<file path="config.mk">
export PLATFORM = sky130hd
export DESIGN_NAME = wb_stage
export DESIGN_NICKNAME = d
export VERILOG_FILES = /design/src/rtl/wb_pkg.sv /design/src/rtl/load_align.sv /design/src/rtl/wb_stage.sv
export SDC_FILE = /design/constraint.sdc
export NUM_CORES = 1
export LEC_CHECK = 0
export CAP_MARGIN = 5
export CORE_MARGIN = 5
export CORE_UTILIZATION = 25
export DETAILED_ROUTE_END_ITERATION = 10
export HOLD_SLACK_MARGIN = 0.03
export MAX_ROUTING_LAYER = met4
export SETUP_SLACK_MARGIN = 0.1
export SLEW_MARGIN = 10
export SYNTH_ARGS = -nofsm -noshare
export SYNTH_HDL_FRONTEND = slang
export SYNTH_SLANG_ARGS = --single-unit
</file>
<file path="constraint.sdc">
create_clock -name clk -period 2.9 [get_ports clk]
set_input_delay 0.58 -clock clk [delete_from_list [all_inputs] [get_ports clk]]
set_output_delay 0.58 -clock clk [all_outputs]
set_load 0.05 [all_outputs]
</file>
<file path="src/rtl/wb_pkg.sv">
// Shared types and constants for the writeback stage.
package wb_pkg;

    // Occupancy of the single writeback slot.
    typedef enum logic [1:0] {
        EMPTY    = 2'd0,
        WAIT_MEM = 2'd1,
        COMMIT   = 2'd2
    } wb_state_t;

    // Load width/sign encodings carried in funct3.
    localparam logic [2:0] F3_LB  = 3'b000;
    localparam logic [2:0] F3_LH  = 3'b001;
    localparam logic [2:0] F3_LW  = 3'b010;
    localparam logic [2:0] F3_LBU = 3'b100;
    localparam logic [2:0] F3_LHU = 3'b101;

endpackage

</file>
<file path="src/rtl/load_align.sv">
// Combinational load data extraction and legality/alignment check.
// Picks the addressed byte or halfword out of a word-aligned read
// and extends it; flags unknown widths and misaligned halfword/word loads.
module load_align
    import wb_pkg::*;
#(
    parameter int XLEN = 32
) (
    input  logic [XLEN-1:0] mem_rdata,
    input  logic [1:0]      addr,
    input  logic [2:0]      funct3,
    output logic [XLEN-1:0] data,
    output logic            fault
);

    logic [7:0]  w_byte;
    logic [15:0] w_half;

    // Lane selection: byte by addr[1:0], halfword by addr[1].
    assign w_byte = mem_rdata[{addr, 3'b000} +: 8];
    assign w_half = mem_rdata[{addr[1], 4'b0000} +: 16];

    // Extend the selected lane and decide whether the access is legal.
    always_comb begin
        // NOTE: every output gets a default before the case so no path leaves it unassigned (which would infer a latch).
        data  = '0;
        fault = 1'b0;
        case (funct3)
            F3_LB:  data = {{(XLEN-8){w_byte[7]}}, w_byte};
            F3_LBU: data = {{(XLEN-8){1'b0}}, w_byte};
            F3_LH: begin
                data  = {{(XLEN-16){w_half[15]}}, w_half};
                fault = addr[0];
            end
            F3_LHU: begin
                data  = {{(XLEN-16){1'b0}}, w_half};
                fault = addr[0];
            end
            F3_LW: begin
                data  = mem_rdata;
                fault = |addr;
            end
            default: fault = 1'b1;
        endcase
    end

endmodule

</file>
<file path="src/rtl/wb_stage.sv">
// Writeback stage: holds one retiring instruction, waits for load data
// when needed, and drives the register file write port for one cycle.
// Faulted loads commit without writing and pulse misaligned instead.
module wb_stage
    import wb_pkg::*;
#(
    parameter int XLEN   = 32,
    parameter int REG_AW = 5,
    parameter int CNT_W  = 32
) (
    input  logic              clk,
    input  logic              rst_n,
    input  logic              in_valid,
    output logic              in_ready,
    input  logic [REG_AW-1:0] in_rd,
    input  logic [XLEN-1:0]   in_result,
    input  logic              in_is_load,
    input  logic [2:0]        in_funct3,
    input  logic              mem_rvalid,
    input  logic [XLEN-1:0]   mem_rdata,
    output logic              write,
    output logic [REG_AW-1:0] w_reg,
    output logic [XLEN-1:0]   w_dat,
    output logic              misaligned,
    output logic [CNT_W-1:0]  retired
);

    wb_state_t         r_state;
    logic [REG_AW-1:0] r_rd;
    logic [XLEN-1:0]   r_result;
    logic [2:0]        r_funct3;
    logic              r_fault;
    logic [REG_AW-1:0] r_last_reg;
    logic [XLEN-1:0]   r_last_dat;
    logic [CNT_W-1:0]  r_retired;

    logic              w_commit;
    logic              w_accept;
    logic              w_in_wait;
    logic [1:0]        w_align_addr;
    logic [2:0]        w_align_f3;
    logic [XLEN-1:0]   w_align_data;
    logic              w_align_fault;
    logic              w_go_wait;
    logic              w_to_commit;

    assign w_commit  = (r_state == COMMIT);
    assign w_in_wait = (r_state == WAIT_MEM);
    assign in_ready  = (r_state == EMPTY) || w_commit;
    assign w_accept  = in_valid && in_ready;

    // The aligner checks the incoming instruction while the slot can accept,
    // and extracts from the held address while a load is waiting for data.
    assign w_align_addr = w_in_wait ? r_result[1:0] : in_result[1:0];
    assign w_align_f3   = w_in_wait ? r_funct3      : in_funct3;

    load_align #(
        .XLEN (XLEN)
    ) u_load_align (
        .mem_rdata (mem_rdata),
        .addr      (w_align_addr),
        .funct3    (w_align_f3),
        .data      (w_align_data),
        .fault     (w_align_fault)
    );

    // Only a legal, aligned load waits for memory; everything else commits next.
    assign w_go_wait   = in_is_load && !w_align_fault;
    assign w_to_commit = (w_accept && !w_go_wait) || (w_in_wait && mem_rvalid);

    // Slot state machine, held instruction, last-committed values and retire count.
    always_ff @(posedge clk or negedge rst_n) begin
        if (!rst_n) begin
            r_state    <= EMPTY;
            r_rd       <= '0;
            r_result   <= '0;
            r_funct3   <= '0;
            r_fault    <= 1'b0;
            r_last_reg <= '0;
            r_last_dat <= '0;
            r_retired  <= '0;
        end else begin
            // NOTE: state uses non-blocking assignments so every register samples pre-edge values, independent of statement order.
            case (r_state)
                EMPTY, COMMIT: begin
                    if (w_accept) begin
                        r_rd     <= in_rd;
                        r_result <= in_result;
                        r_funct3 <= in_funct3;
                        r_fault  <= in_is_load && w_align_fault;
                        r_state  <= w_go_wait ? WAIT_MEM : COMMIT;
                    end else begin
                        r_state  <= EMPTY;
                    end
                end
                WAIT_MEM: begin
                    if (mem_rvalid) begin
                        r_result <= w_align_data;
                        r_state  <= COMMIT;
                    end
                end
                default: r_state <= EMPTY;
            endcase

            if (w_commit) begin
                r_last_reg <= r_rd;
                r_last_dat <= r_result;
            end

            // Counted on entry to COMMIT so the count includes the instruction being committed.
            if (w_to_commit) begin
                r_retired <= r_retired + CNT_W'(1);
            end
        end
    end

    assign write      = w_commit && !r_fault && (r_rd != '0);
    assign misaligned = w_commit && r_fault;
    assign w_reg      = w_commit ? r_rd     : r_last_reg;
    assign w_dat      = w_commit ? r_result : r_last_dat;
    assign retired    = r_retired;

endmodule
</file>
==> metrics.md <==
| Metric | Value |
|---|---|
| Run status | completed |
| Vias post-DR | 4467 |
| Average detailed-routed wire length per instance | 18.6 um |
| Final setup skew | 0.00716 ns |
| Relative slew slack | 55.1% |
| Switch share | 42.8% |
| Overall power after layout | 0.00625 W |
| Number of design-rule violations left by the first detailed-router iteration | 188 |
| DIE AREA | 0.0245 mm2 |
| Count of unresolved DRC violations after routing | 0 |
| Core occupancy in the finished layout | 35.6% |
| Final sum of negative setup slack | 0 ns |
| Synth Instances | 493 |
| Logic depth of the worst register-to-register path | 6 |
| Overflow left after global routing | 0 |
| Final Max Tran Viols | 0 |
| TritonCTS clock tree | done |
| Hold violation total from the final report | 0 |
| Most common cell after layout, fill and taps aside | dfrtp_1 |
| Total power density per cell area | 832 mW/mm2 |
| Final min period | 2.58 ns |
| Power share of the clock group | 19.5% |
| Largest net degree at the start of global routing | 65 |
| Post-Synthesis Net Count | 571 |
| Proportion of power drawn by flip-flops and latches | 35.2% |
| H-tree depth | 3 |
| Wire length of the first global-routing pass | 26600 um |
| Overall routed net length | 17300 um |
| Required time of the critical path | 3.17 ns |
| Worst Max-Slew Pin Slew | 0.673 ns |
| Number of global-route vias before repair | 4724 |
| Cell internal pwr | 0.00357 W |
| Chip height | 157 um |
| Fmax | 0.388 GHz |
| Sequential cell area fraction in the yosys report | 52.1% |
| Number of search-and-repair iterations in the first detailed-routing pass | 4 |
| # Max-Cap Violations | 0 |
| Timing startpoint of the critical path | r_state[1]$_DFFE_PN0P_ |
| Area overhead of the layout relative to synthesis | 39.8% |
| Unrepaired setup endpoints after global routing | false |
| Arrival time at the worst endpoint | 2.85 ns |
| Hold-critical path endpoint | retired[17]$_DFFE_PN0P_ |
| Buffer type at the clock tree root | clkbuf_16 |
| Placer's final routability congestion estimate | 0.832 |
| Async S/R FF share, synth | 100% |
| Critical Setup Path Class | flop to flop |
| Clock Sinks | 112 |
| Switching power summed over all nets | 0.00268 W |
| Number of synthesis warnings | 0 |
| Reg-to-reg startpoint | r_state[1]$_DFFE_PN0P_ |
| Total routing resource utilization after global routing | 14.4% |
| Count of standard-cell rows | 53 |
| Most instantiated flip-flop cell in the synthesis netlist | dfrtp_1 |
| Initial core utilization | 25.5% |
| Worst IR drop on VDD | 0.505 mV |
| CTS clock-pin slew for the worst setup and hold paths | 0.08 ns |
| Num CTS Buffers | 9 |
| Combinational Power Share | 45.2% |
| Hold Path Stages | 1 |
| Final nets | 729 |
| Critical path startpoint category | flop |
| Endpoint of the lowest-slack register-to-register path | r_result[8]$_DFFE_PN0P_ |
| Initial antenna violation count | 1 |
| Minimum hold slack | 0.492 ns |
| Yosys cell types | 58 |
| Worst slack at placement | 0.101 ns |
| DRT antenna net count | 0 |
| Placeable core region | 0.0211 mm2 |
| Longest Clk Path Bufs | 2 |
| Die W | 157 um |
| Worst Min Path Start | retired[17]$_DFFE_PN0P_ |
| Mean Syn Cell Area | 10.9 um2 |
| Proportion of layout cells with a drive suffix above 1 | 21.6% |
| Num ports | 149 |
| Number of input and output port buffers inserted | 148 |
| Class of the worst hold path | flop to flop |
| Register bit count reported by yosys | 112 |
| Worst Slack Setup Final | 0.320 ns |
| Leak pwr | 3.13 nW |
| Maximum fanout along the worst path | 11 |
| Setup violators final | 0 |
| Number of enable-type register cells in the synthesized netlist | 0 |
| Reg2reg setup slack | 0.32 ns |
| Setup Fix Bufs, Post-CTS | 0 |
| Detailed placer's ending HPWL | 12900 um |
| Vias per cell | 4.79 |
| Most frequent cells in the layout | 112 x dfrtp_1, 108 x clkdlybuf4s50_1, 58 x buf_4 |
| Worst Setup End Kind | flop |
| Post-route fraction of the period consumed by the critical path | 89.0% |
| Clock latency on the worst-skew pair | 0.35 ns |
| Cell area after synthesis | 0.00538 mm2 |
[metal layers]
| metal | part of all wire, % | global-route usage, % | vias up |
|---|---|---|---|
| met4 | 2.7 | 5.50 | 0 |
| met5 | 0 | - | - |
| met3 | 4.4 | 2.68 | 21 |
| met2 | 49 | 22.8 | 121 |
| met1 | 44 | 18.3 | 2210 |
| li1 | - | - | 2115 |
[critical path, stage by stage, from the launching register on]
cell	delay, ns
dfrtp_1	0.43
and2b_2	0.41
mux2i_1	0.51
o211ai_1	0.23
a21oi_1	0.61
a221oi_1	0.11
o22ai_1	0.20
[Yosys cell counts, types with 2 or more instances]
cell | n | share of area, %
o21ai_0 | 13 | 1.2
a31o_2 | 2 | 0.33
nand2b_1 | 7 | 0.81
o22ai_1 | 10 | 1.2
inv_1 | 5 | 0.35
buf_2 | 3 | 0.28
a31oi_1 | 3 | 0.35
xnor2_1 | 17 | 2.8
nand2_1 | 41 | 2.9
mux2i_2 | 2 | 0.51
and3_1 | 14 | 1.6
clkbuf_1 | 16 | 1.1
a221oi_1 | 8 | 1.3
nor2_4 | 2 | 0.42
and2b_1 | 2 | 0.28
nand4_1 | 8 | 0.93
xor2_2 | 2 | 0.61
nor2_2 | 2 | 0.23
mux2_2 | 47 | 9.8
o221ai_1 | 5 | 0.81
nand3_1 | 7 | 0.65
xor2_1 | 12 | 2.0
buf_1 | 3 | 0.21
and2_1 | 3 | 0.35
nor2_1 | 41 | 2.9
mux2i_1 | 9 | 1.7
o211ai_1 | 8 | 1.1
dfrtp_1 | 112 | 52
nor4_1 | 6 | 0.70
a22oi_1 | 16 | 2.2
nor3_1 | 7 | 0.65
a21oi_1 | 33 | 3.1
o31ai_1 | 2 | 0.28
[power by group through the flow]
stage	sequential (W)	clock, W	combinational, W
2_1_floorplan	0.00231	0	0.00179
3_3_place_gp	0.00222	0	0.00285
3_5_place_dp	0.00224	0	0.00286
4_1_cts	0.00221	0.00128	0.00287
5_1_grt	0.00226	0.00133	0.00300
6_report	0.00220	0.00122	0.00283
[cells by family after synthesis]
logic type	after synthesis	synth area share [%]
xor gates and xnor gates	31	5.33
adders and majority gates	1	0.233
and+or+nand+nor	152	14.3
muxes	58	12.0
AOI/OAI and AO/OA	110	13.7
buffers and inverters	29	2.30
DFF	112	52.1
[worst max path at each step]
stage | depth (start not counted) | endpoint | slack (ns)
5_1_grt | 6 | retired[8]$_DFFE_PN0P_ | 0.12
3_3_place_gp | 6 | retired[25]$_DFFE_PN0P_ | 0.14
2_1_floorplan | 4 | write | 0.29
6_report | 6 | r_result[8]$_DFFE_PN0P_ | 0.32
4_1_cts | 4 | w_dat[9] | 0.28
3_5_place_dp | 6 | retired[25]$_DFFE_PN0P_ | 0.10
[what timing repair did]
action / CTS / global route
resized for setup: 0 / 0
endpoints found under the hold margin: 9 / 0
hold buffers: 1 / 0
[through the flow]
stage | instance area, um2 | cells
after floorplan | 5380 | 493
after global placement | 7220 | 914
after detailed placement | 7220 | 914
after CTS | 7510 | 931
after global routing | 7510 | 932
final | 7510 | 933
[area by class of cell]
cell class	instances	area, um2
fillers	2165	13600
clock buffers	10	229
flip-flops and latches	112	2800
diodes	2	5.00
repair buffers	171	1610
multi-input cells	352	2450
inverters	5	18.8
well taps	275	344
clock inverters	6	51.3
No activity file was read; power rests on OpenSTA's default activity.
